==> src/rtl/vga_timing_gen_if.sv <==
// Bundles the renderer-facing request/return signals and the VGA pin outputs
// of the raster timing generator.
interface vga_timing_gen_if;
    logic [1:0]  mode;
    logic [11:0] pix_in;
    logic [10:0] curr_x;
    logic [9:0]  curr_y;
    logic        req_valid;
    logic        line_start;
    logic        frame_start;
    logic [3:0]  pix_r;
    logic [3:0]  pix_g;
    logic [3:0]  pix_b;
    logic        hsync;
    logic        vsync;
    logic        de;

    modport master (
        input  mode,
        input  pix_in,
        output curr_x,
        output curr_y,
        output req_valid,
        output line_start,
        output frame_start,
        output pix_r,
        output pix_g,
        output pix_b,
        output hsync,
        output vsync,
        output de
    );

    modport slave (
        output mode,
        output pix_in,
        input  curr_x,
        input  curr_y,
        input  req_valid,
        input  line_start,
        input  frame_start,
        input  pix_r,
        input  pix_g,
        input  pix_b,
        input  hsync,
        input  vsync,
        input  de
    );
endinterface

==> src/rtl/vga_timing_gen.sv <==
// VGA raster timing generator: counters drive a combinational coordinate request,
// sync/active/pattern ride a PIX_LATENCY-deep delay line to meet the renderer colour.
module vga_timing_gen #(
    parameter int          H_ACTIVE    = 1280,
    parameter int          H_FP        = 64,
    parameter int          H_SYNC      = 136,
    parameter int          H_BP        = 200,
    parameter int          V_ACTIVE    = 800,
    parameter int          V_FP        = 1,
    parameter int          V_SYNC      = 3,
    parameter int          V_BP        = 24,
    parameter bit          H_POL       = 1'b0,
    parameter bit          V_POL       = 1'b1,
    parameter int          PIX_LATENCY = 2,
    parameter logic [11:0] BG_COLOR    = 12'h00F,
    parameter int          GRID_LOG2   = 5
) (
    input  logic              clk,
    input  logic              rst_n,
    input  logic              ce,
    vga_timing_gen_if.master  bus
);

    localparam int H_TOTAL = H_SYNC + H_BP + H_ACTIVE + H_FP;
    localparam int V_TOTAL = V_SYNC + V_BP + V_ACTIVE + V_FP;
    localparam int HC_W    = $clog2(H_TOTAL);
    localparam int VC_W    = $clog2(V_TOTAL);

    localparam logic [HC_W-1:0] H_LAST   = HC_W'(H_TOTAL - 1);
    localparam logic [HC_W-1:0] H_SYNC_E = HC_W'(H_SYNC);
    localparam logic [HC_W-1:0] H_ACT_S  = HC_W'(H_SYNC + H_BP);
    localparam logic [HC_W-1:0] H_ACT_L  = HC_W'(H_SYNC + H_BP + H_ACTIVE - 1);
    localparam logic [VC_W-1:0] V_LAST   = VC_W'(V_TOTAL - 1);
    localparam logic [VC_W-1:0] V_SYNC_E = VC_W'(V_SYNC);
    localparam logic [VC_W-1:0] V_ACT_S  = VC_W'(V_SYNC + V_BP);
    localparam logic [VC_W-1:0] V_ACT_L  = VC_W'(V_SYNC + V_BP + V_ACTIVE - 1);

    // Bar order left to right: white, yellow, cyan, green, magenta, red, blue, black.
    function automatic logic [11:0] bar_color(input logic [2:0] idx);
        logic [11:0] c;
        case (idx)
            3'd0:    c = 12'hFFF;
            3'd1:    c = 12'hFF0;
            3'd2:    c = 12'h0FF;
            3'd3:    c = 12'h0F0;
            3'd4:    c = 12'hF0F;
            3'd5:    c = 12'hF00;
            3'd6:    c = 12'h00F;
            default: c = 12'h000;
        endcase
        return c;
    endfunction

    function automatic logic [2:0] bar_index(input logic [10:0] x);
        int xi;
        xi = (int'(x) * 8) / H_ACTIVE;
        return 3'(xi);
    endfunction

    function automatic logic [11:0] grid_color(input logic [10:0] x, input logic [9:0] y);
        logic on_line;
        on_line = (x[GRID_LOG2-1:0] == '0) || (y[GRID_LOG2-1:0] == '0);
        return on_line ? 12'hFFF : 12'h000;
    endfunction

    logic [HC_W-1:0] hcount_p0;
    logic [VC_W-1:0] vcount_p0;
    logic [1:0]      mode_q;

    logic            h_act_p0;
    logic            v_act_p0;
    logic [HC_W-1:0] x_off_p0;
    logic [VC_W-1:0] y_off_p0;
    logic [10:0]     x_p0;
    logic [9:0]      y_p0;
    logic            act_p0;
    logic            hs_p0;
    logic            vs_p0;
    logic            ext_p0;
    logic [11:0]     pat_p0;
    logic            frame_start_p0;

    // ---- counter stage ----
    always_ff @(posedge clk or negedge rst_n) begin
        if (!rst_n) begin
            hcount_p0 <= '0;
            vcount_p0 <= '0;
            mode_q    <= 2'd0;
        end else if (ce) begin
            if (hcount_p0 == H_LAST) begin
                hcount_p0 <= '0;
                vcount_p0 <= (vcount_p0 == V_LAST) ? '0 : vcount_p0 + 1'b1;
            end else begin
                hcount_p0 <= hcount_p0 + 1'b1;
            end
            // Pattern selection only changes at the top of a frame.
            if (frame_start_p0)
                mode_q <= bus.mode;
        end
    end

    // ---- request stage (combinational from counters) ----
    always_comb begin
        h_act_p0       = (hcount_p0 >= H_ACT_S) && (hcount_p0 <= H_ACT_L);
        v_act_p0       = (vcount_p0 >= V_ACT_S) && (vcount_p0 <= V_ACT_L);
        x_off_p0       = hcount_p0 - H_ACT_S;
        y_off_p0       = vcount_p0 - V_ACT_S;
        x_p0           = h_act_p0 ? 11'(x_off_p0) : '1;
        y_p0           = v_act_p0 ? 10'(y_off_p0) : '1;
        act_p0         = h_act_p0 && v_act_p0;
        hs_p0          = (hcount_p0 < H_SYNC_E) ? H_POL : ~H_POL;
        vs_p0          = (vcount_p0 < V_SYNC_E) ? V_POL : ~V_POL;
        frame_start_p0 = (hcount_p0 == '0) && (vcount_p0 == '0);
        ext_p0         = (mode_q == 2'd0);
        case (mode_q)
            2'd1:    pat_p0 = BG_COLOR;
            2'd2:    pat_p0 = bar_color(bar_index(x_p0));
            2'd3:    pat_p0 = grid_color(x_p0, y_p0);
            default: pat_p0 = 12'h000;
        endcase
    end

    assign bus.curr_x      = x_p0;
    assign bus.curr_y      = y_p0;
    assign bus.req_valid   = act_p0;
    assign bus.line_start  = (hcount_p0 == '0);
    assign bus.frame_start = frame_start_p0;

    logic        hs_p1;
    logic        vs_p1;
    logic        act_p1;
    logic        ext_p1;
    logic [11:0] pat_p1;

    // ---- delay line: matches the renderer's colour return latency ----
    generate
        if (PIX_LATENCY == 0) begin : g_nodly
            assign hs_p1  = hs_p0;
            assign vs_p1  = vs_p0;
            assign act_p1 = act_p0;
            assign ext_p1 = ext_p0;
            assign pat_p1 = pat_p0;
        end else begin : g_dly
            logic [PIX_LATENCY-1:0] hs_dl;
            logic [PIX_LATENCY-1:0] vs_dl;
            logic [PIX_LATENCY-1:0] act_dl;
            logic [PIX_LATENCY-1:0] ext_dl;
            logic [11:0]            pat_dl [PIX_LATENCY];

            always_ff @(posedge clk or negedge rst_n) begin
                if (!rst_n) begin
                    hs_dl  <= {PIX_LATENCY{~H_POL}};
                    vs_dl  <= {PIX_LATENCY{~V_POL}};
                    act_dl <= '0;
                    ext_dl <= '0;
                end else if (ce) begin
                    hs_dl[0]  <= hs_p0;
                    vs_dl[0]  <= vs_p0;
                    act_dl[0] <= act_p0;
                    ext_dl[0] <= ext_p0;
                    for (int i = 1; i < PIX_LATENCY; i++) begin
                        hs_dl[i]  <= hs_dl[i-1];
                        vs_dl[i]  <= vs_dl[i-1];
                        act_dl[i] <= act_dl[i-1];
                        ext_dl[i] <= ext_dl[i-1];
                    end
                end
            end

            // Pattern data needs no reset: it is masked by the delayed active flag.
            always_ff @(posedge clk) begin
                if (ce) begin
                    pat_dl[0] <= pat_p0;
                    for (int i = 1; i < PIX_LATENCY; i++)
                        pat_dl[i] <= pat_dl[i-1];
                end
            end

            assign hs_p1  = hs_dl[PIX_LATENCY-1];
            assign vs_p1  = vs_dl[PIX_LATENCY-1];
            assign act_p1 = act_dl[PIX_LATENCY-1];
            assign ext_p1 = ext_dl[PIX_LATENCY-1];
            assign pat_p1 = pat_dl[PIX_LATENCY-1];
        end
    endgenerate

    logic        hs_p2;
    logic        vs_p2;
    logic        de_p2;
    logic [11:0] rgb_p2;

    // ---- output stage ----
    always_ff @(posedge clk or negedge rst_n) begin
        if (!rst_n) begin
            hs_p2  <= ~H_POL;
            vs_p2  <= ~V_POL;
            de_p2  <= 1'b0;
            rgb_p2 <= 12'h000;
        end else if (ce) begin
            hs_p2  <= hs_p1;
            vs_p2  <= vs_p1;
            de_p2  <= act_p1;
            rgb_p2 <= act_p1 ? (ext_p1 ? bus.pix_in : pat_p1) : 12'h000;
        end
    end

    assign bus.hsync = hs_p2;
    assign bus.vsync = vs_p2;
    assign bus.de    = de_p2;
    assign bus.pix_r = rgb_p2[11:8];
    assign bus.pix_g = rgb_p2[7:4];
    assign bus.pix_b = rgb_p2[3:0];

endmodule
==> src/flat_wrapper.sv <==
// flat-port wrapper written by rule: the top's interface ports become plain ports
module vga_timing_gen_flat 
#(
    parameter int          H_ACTIVE    = 1280,
    parameter int          H_FP        = 64,
    parameter int          H_SYNC      = 136,
    parameter int          H_BP        = 200,
    parameter int          V_ACTIVE    = 800,
    parameter int          V_FP        = 1,
    parameter int          V_SYNC      = 3,
    parameter int          V_BP        = 24,
    parameter bit          H_POL       = 1'b0,
    parameter bit          V_POL       = 1'b1,
    parameter int          PIX_LATENCY = 2,
    parameter logic [11:0] BG_COLOR    = 12'h00F,
    parameter int          GRID_LOG2   = 5
)
  (clk, rst_n, ce, bus_mode, bus_pix_in, bus_curr_x, bus_curr_y, bus_req_valid, bus_line_start, bus_frame_start, bus_pix_r, bus_pix_g, bus_pix_b, bus_hsync, bus_vsync, bus_de);
  vga_timing_gen_if bus_i ();
  input  logic clk;
  input  logic rst_n;
  input  logic ce;
  input wire logic [$bits(bus_i.mode)-1:0] bus_mode;
  input wire logic [$bits(bus_i.pix_in)-1:0] bus_pix_in;
  output wire logic [$bits(bus_i.curr_x)-1:0] bus_curr_x;
  output wire logic [$bits(bus_i.curr_y)-1:0] bus_curr_y;
  output wire logic [$bits(bus_i.req_valid)-1:0] bus_req_valid;
  output wire logic [$bits(bus_i.line_start)-1:0] bus_line_start;
  output wire logic [$bits(bus_i.frame_start)-1:0] bus_frame_start;
  output wire logic [$bits(bus_i.pix_r)-1:0] bus_pix_r;
  output wire logic [$bits(bus_i.pix_g)-1:0] bus_pix_g;
  output wire logic [$bits(bus_i.pix_b)-1:0] bus_pix_b;
  output wire logic [$bits(bus_i.hsync)-1:0] bus_hsync;
  output wire logic [$bits(bus_i.vsync)-1:0] bus_vsync;
  output wire logic [$bits(bus_i.de)-1:0] bus_de;
  assign bus_i.mode = bus_mode;
  assign bus_i.pix_in = bus_pix_in;
  assign bus_curr_x = bus_i.curr_x;
  assign bus_curr_y = bus_i.curr_y;
  assign bus_req_valid = bus_i.req_valid;
  assign bus_line_start = bus_i.line_start;
  assign bus_frame_start = bus_i.frame_start;
  assign bus_pix_r = bus_i.pix_r;
  assign bus_pix_g = bus_i.pix_g;
  assign bus_pix_b = bus_i.pix_b;
  assign bus_hsync = bus_i.hsync;
  assign bus_vsync = bus_i.vsync;
  assign bus_de = bus_i.de;
  vga_timing_gen #(.H_ACTIVE(H_ACTIVE), .H_FP(H_FP), .H_SYNC(H_SYNC), .H_BP(H_BP), .V_ACTIVE(V_ACTIVE), .V_FP(V_FP), .V_SYNC(V_SYNC), .V_BP(V_BP), .H_POL(H_POL), .V_POL(V_POL), .PIX_LATENCY(PIX_LATENCY), .BG_COLOR(BG_COLOR), .GRID_LOG2(GRID_LOG2)) u_core (.clk(clk), .rst_n(rst_n), .ce(ce), .bus(bus_i));
endmodule
==> config.mk <==
export PLATFORM = sky130hd
export DESIGN_NAME = vga_timing_gen_flat
export DESIGN_NICKNAME = d
export VERILOG_FILES = /design/src/rtl/vga_timing_gen_if.sv /design/src/rtl/vga_timing_gen.sv /design/src/flat_wrapper.sv
export SDC_FILE = /design/constraint.sdc
export NUM_CORES = 1
export LEC_CHECK = 0
export BUFFER_PORTS_ARGS = -buffer_cell sky130_fd_sc_hd__buf_2
export CORE_MARGIN = 5
export CORE_UTILIZATION = 55
export CTS_BUF_LIST = sky130_fd_sc_hd__clkbuf_8
export DETAILED_ROUTE_END_ITERATION = 6
export GPL_TIMING_DRIVEN = 0
export PLACE_DENSITY_LB_ADDON = 0.05
export SETUP_SLACK_MARGIN = 0.02
export SLEW_MARGIN = 10
export SYNTH_ARGS = -nofsm -noshare
export SYNTH_HDL_FRONTEND = slang
export SYNTH_SLANG_ARGS = --single-unit
==> constraint.sdc <==
create_clock -name clk -period 3.7 [get_ports clk]
set_input_delay 0.74 -clock clk [delete_from_list [all_inputs] [get_ports clk]]
set_output_delay 0.74 -clock clk [all_outputs]
set_load 0.01 [all_outputs]
==> results.yml, run 1 <==
drt:
  drt-wirelength-per-cell_um: 16.07
  drt_iter0_markers: 127
  dr.pass1.iters: 5
  vias_per_cell: 5.905
  via_count: 3224
  wirelength_um: 8773
  drc_errors: 0
  antenna_left: 0
clock_tree:
  cts_buffer_depth: 2
  clkSinkCount: 52
  clk_latency_ps: 310
  clockRootBuffer: "clkbuf_8"
  cts_tree: "done"
  htree_levels: 2
  clk_pin_slew_ps: 100
  cts_buffers: 5
finish:
  drive_gt1_share_pct: 22.17
  fin_util_pct: 64.86
  multi_input_area_um2: 2031
  nFillCells: 561
  diodes: 0
  synthToLayoutAreaGrowth_pct: 15.51
  fin_nets: 494
  seqCellArea_um2: 1336
grt:
  grt_pass1_vias: 3017
  grtUsageMet1_pct: 29.57
  grt-ovfl-total: 0
  grt_max_degree: 47
  grt_pass1_wl_um: 14690
  antenna_found_initial: 0
  grt.met3_usage_pct: 3.339
  grt_use_total_pct: 21.32
  met2_usage_pct: 34.82
  grt_busiest_layer: "met2"
hold_path:
  min_path_type: "flip-flop to flip-flop"
  hp-start: "u_core.g_dly.pat_dl[0][3]"
timing:
  hold_violations: 0
  fin_tns_setup_ps: 0
  fin_ws_ps: 192.6
  fin_crit_sh_pct: 94.80
  finalCriticalPeriod_ps: 3507
  fmax_ghz: 0.2851
  whs_ps: 436.0
  tightestPinTransition_ps: 1023
  maxSlewViolCount: 0
  rsz0062_at_grt: "yes"
  final-setup-viol-count: 0
  max_slew_margin_pct: 31.79
  finalClockSkew_ps: 7.605
synthesis:
  ys_top_cells_by_area: "dfrtp_1, edfxtp_1, nand2_1"
  synth.avg_cell_area_um2: 8.724
  synth.top_cell.area_share_pct: 30.53
  synth_seq_cells: 52
  synth-main-ff-cell: "dfrtp_1"
  ys_seq_area_share_pct: 37.88
  syn-num-nets: 430
  synth_edf_count: 6
  synth.cell_area_um2: 3525
  synth.largest_area_cell: "dfrtp_1"
  yosys_warnings: 0
  async_flop_share_pct: 88.46
  synth_cells: 404
  synth_cell_types: 69
power:
  switching_share_pct: 33.45
  p_int_w: 0.0008893
  peakVddDrop_v: 0.0001927
  comb_power_share_pct: 26.9
  clockPowerShare_pct: 25.5
  seqPwrFrac_pct: 47.6
  p_leak_nw: 1.757
  p_per_area_nw_per_um2: 328.2
  power.switching_w: 0.0004471
placement:
  place_ws_ps: -119.8
  globalplace.congestion: 0.9537
  io_buffers: 55
  dp_hpwl_um: 6515
worst_setup_path:
  crit_family: "compound AO/OA/AOI/OAI gates"
  crit_required_ps: 3760
  criticalPathCategory: "flip-flop to flip-flop"
  start_kind: "flip-flop"
  cpMaxStageDelayCell: "dfrtp_1"
  path_buf_inv: 3
  crit_start: "u_core.hcount_p0[4]"
  path_cells: "buf_6, inv_1, ha_1, nor4bb_2, a21oi_2, a22oi_2, nand3_1, ha_1, inv_1, o2111a_1, a21oi_2, o32ai_4, a211oi_2, a21oi_1, a22o_1"
  r2r_start: "u_core.hcount_p0[4]"
  critPathMaxFanout: 10
  crit_arrival_ps: 3570
  max_stage_delay_ps: 410
  critPathCaptureType: "flip-flop"
floorplan:
  ios: 56
  start_util_pct: 56.15
  chipWidth_um: 90.05
  die_h_um: 90.05
  core_region_area_um2: 6277
  num_rows: 29
  die-area_um2: 8109
job:
  cap_violations: 0
status:
  run_status: "finished, final reports clean"
## per-layer routing
layer  vias up  part of all wire (%)
met5         -                     0
met4         0                   1.1
met3        11                   5.9
met2       110                    49
met1      1542                    44
li1       1561                     -
## worst paths after layout
path	cells past startpoint	to	slack, ps
worst min-delay path	0	u_core.g_dly.pat_dl[0][15]	440
worst max-delay path	15	u_core.g_dly.pat_dl[0][3]	190
worst min register to register	0	u_core.g_dly.pat_dl[0][15]	440
min in group asynchronous	1	u_core.g_dly.ext_dl[1]	600
worst max register to register	15	u_core.g_dly.pat_dl[0][3]	190
max in group asynchronous	1	u_core.hcount_p0[5]	2400
## layout make-up
cell class              instances  share of cell area (%)
multi-input cells             300                   49.88
plain buffers                  26                   2.981
clock inverters                 3                  0.6454
inverters                      25                   2.305
clock buffers                   5                   1.690
well taps                      77                   2.366
repair buffers                 58                   7.314
flip-flops and latches         52                   32.82
## synthesized netlist by cell type, types with 8 or more instances
master	instances
nor3_1	8
o21ai_0	16
nor2_1	35
mux2_2	9
dfrtp_1	43
xnor2_1	16
a21oi_1	25
inv_1	24
clkbuf_1	17
nand2b_1	9
nor2b_1	8
ha_1	9
nand2_1	45
o22ai_1	14
nand3_1	18
## logic make-up (layout without fill, tap and decap cells)
kind of cell | after synthesis | count (layout) | share of synthesized area, %
AND/OR/NAND/NOR | 155 | 155 | 21.80
AO/OA/AOI/OAI | 100 | 100 | 21.37
flip-flops | 52 | 52 | 37.88
buffers and inverters | 52 | 117 | 5.964
XOR/XNOR | 23 | 23 | 5.715
multiplexers | 13 | 13 | 4.082
adder cells (fa/ha/maj) | 9 | 9 | 3.195
## layout by cell type, fill, tap and decap left out, types with 8 or more instances in the layout
cell / n
buf_2: 59
nand2_1: 45
dfrtp_1: 42
nor2_1: 35
inv_1: 24
a21oi_1: 23
nand3_1: 18
clkbuf_1: 16
o21ai_0: 16
xnor2_1: 15
o22ai_1: 14
mux2_2: 9
ha_1: 9
nand2b_1: 8
nor2b_1: 8
## power groups by stage
stage,logic [W],registers [W],clock network (W)
floorplan,0.000235,0.000637,0
global placement,0.000340,0.000645,0
detailed placement,0.000344,0.000647,0
CTS,0.000346,0.000635,0.000354
global route,0.000395,0.000643,0.000369
finish,0.000359,0.000636,0.000341
## flip-flops by register name (all words and copies together), names as in the netlist
| signal | cells |
|---|---|
| u_core.mode_q | 2 |
| u_core.g_dly.pat_dl | 6 |
| u_core.g_dly.vs_dl | 2 |
| u_core.bus.vsync | 1 |
| u_core.rgb_p2 | 12 |
| u_core.g_dly.hs_dl | 2 |
| u_core.bus.hsync | 1 |
| u_core.g_dly.ext_dl | 2 |
| u_core.bus.de | 1 |
| u_core.vcount_p0 | 10 |
| u_core.hcount_p0 | 11 |
| u_core.g_dly.act_dl | 2 |
## stage by stage
step | cell area [um^2] | std cells | power [W]
global placement | 3896 | 536 | 0.0009853
global route | 4071 | 546 | 0.001407
CTS | 4010 | 546 | 0.001336
finish | 4071 | 546 | 0.001336
floorplan | 3525 | 404 | 0.0008719
detailed placement | 3896 | 536 | 0.0009909
## what timing repair did
item	in CTS	in global routing
pin swaps	1	4
hold buffers	0	0
endpoints found under the setup margin	1	2
setup buffers	2	1
gates resized for setup	1	13
No activity file was read; power rests on OpenSTA's default activity.
==> run 2: changes to the inputs <==
- REMOVE_ABC_BUFFERS: default -> 1
==> results.yml, run 2 (synthesis gave the netlist of run 1 again) <==
power:
  switching_share_pct: 33.27
  comb_power_share_pct: 26.8
  clockPowerShare_pct: 24.7
  p_leak_nw: 1.713
  power.switching_w: 0.0004516
  peakVddDrop_v: 0.0002124
  seqPwrFrac_pct: 48.5
  p_int_w: 0.0009057
  p_total_w: 0.001357
  p_per_area_nw_per_um2: 341.7
placement:
  dp_hpwl_um: 5724
  globalplace.congestion: 0.9368
  placed_cell_area_um2: 3780
  io_buffers: 55
clock_tree:
  cts_tree: "done"
  cts_hold_buf: 0
  clk_pin_slew_ps: 100
  clk_latency_ps: 310
  clkSinkCount: 52
  clockRootBuffer: "clkbuf_8"
  cts_buffer_depth: 2
  cts_buffers: 5
  htree_levels: 2
worst_setup_path:
  path_cells: "buf_4, o21a_1, o21ai_0, xnor2_1, nand3_1, ha_1, inv_1, o2111a_1, a21oi_2, o32ai_4, a211oi_1, a21oi_1, a22o_1"
  path_buf_inv: 2
  crit_family: "compound AO/OA/AOI/OAI gates"
  critPathCaptureType: "flip-flop"
  start_kind: "flip-flop"
  criticalPathCategory: "flip-flop to flip-flop"
  critPathMaxFanout: 6
  cpMaxStageDelayCell: "dfrtp_2"
  crit_arrival_ps: 3580
  crit_required_ps: 3770
  max_stage_delay_ps: 460
drt:
  vias_per_cell: 5.943
  drt-wirelength-per-cell_um: 15.72
  drc_errors: 0
  drt_iter0_markers: 179
  via_count: 3114
  antenna_left: 0
  dr.pass1.iters: 5
  wirelength_um: 8237
grt:
  antenna_found_initial: 0
  grt-ovfl-total: 0
  grt_use_total_pct: 19.68
  grt.met3_usage_pct: 3.923
  grtUsageMet1_pct: 27.06
  grt_pass1_vias: 2810
  met2_usage_pct: 31.22
  grt_max_degree: 47
  grt_busiest_layer: "met2"
  grt_pass1_wl_um: 13740
timing:
  whs_ps: 429.7
  fmax_ghz: 0.2849
  finalCriticalPeriod_ps: 3510
  finalClockSkew_ps: 12.20
  fin_crit_sh_pct: 94.86
  rsz0062_at_grt: "no"
  maxSlewViolCount: 0
  max_slew_margin_pct: 31.11
  hold_violations: 0
  fin_tns_setup_ps: 0
  tightestPinTransition_ps: 1033
  final-setup-viol-count: 0
floorplan:
  core_region_area_um2: 6277
  start_util_pct: 56.15
  num_rows: 29
  ios: 56
  die_h_um: 90.05
  chipWidth_um: 90.05
  die-area_um2: 8109
finish:
  final_cell_mix: "buf_2, nand2_1, dfrtp_1"
  drive_gt1_share_pct: 23.04
  synthToLayoutAreaGrowth_pct: 12.71
  largest_reg_flops: 12
  diodes: 0
  fin_area_um2: 3973
  regMostFlops: "u_core.rgb_p2"
  fin_util_pct: 63.28
  fin_nets: 472
  final_common_cell: "buf_2"
  top_regs: "u_core.rgb_p2: 12 flops, u_core.hcount_p0: 11 flops, u_core.vcount_p0: 10 flops"
hold_path:
  min_path_type: "flip-flop to flip-flop"
status:
  run_status: "finished, final reports clean"
job:
  cap_violations: 0
## run 2: power groups by stage
stage	clock network [W]	registers, W	logic, W
floorplan	0	0.000653	0.000192
global placement	0	0.000670	0.000292
detailed placement	0	0.000671	0.000296
CTS	0.000341	0.000661	0.000301
global route	0.000367	0.000665	0.000402
finish	0.000335	0.000658	0.000364
## run 2: path summary, 6_finish.rpt
check                                          start                         end  slack (ps)  cells past startpoint
setup / recovery                 u_core.hcount_p0[5]   u_core.g_dly.pat_dl[0][3]         190                     13
hold / removal             u_core.g_dly.pat_dl[0][7]  u_core.g_dly.pat_dl[0][19]         430                      0
setup reg to reg                 u_core.hcount_p0[5]   u_core.g_dly.pat_dl[0][3]         190                     13
hold reg to reg            u_core.g_dly.pat_dl[0][7]  u_core.g_dly.pat_dl[0][19]         430                      0
max in group asynchronous                      rst_n         u_core.hcount_p0[6]        2400                      1
min in group asynchronous                      rst_n            u_core.rgb_p2[8]         600                      1
## run 2: per-layer routing
metal	part of all wire, %	routed length (um)
met3	5.6	461
met5	0	0
met2	48	3966
met1	45	3689
met4	1.4	119
## run 2: metrics by stage
stage / setup WS [ps] / cells
2_1_floorplan: 197.1 / 377
3_3_place_gp: -489.8 / 509
3_5_place_dp: -526.1 / 509
4_1_cts: 88.58 / 518
5_1_grt: 31.12 / 524
6_report: 190.2 / 524
## run 2: layout make-up
type,count,area (um^2)
clock buffer,5,68.82
sequential,52,1341
timing repair buffer,62,327.8
inverter,25,93.84
tap,77,96.34
clock inverter,3,22.52
multi-input combinational,300,2022
fill,558,2305
## run 2: what timing repair did
action | CTS | global route
resized for setup | 6 | 8
setup endpoints to repair | 2 | 1
buffers inserted | 1 | 6
pin swaps | 1 | 1
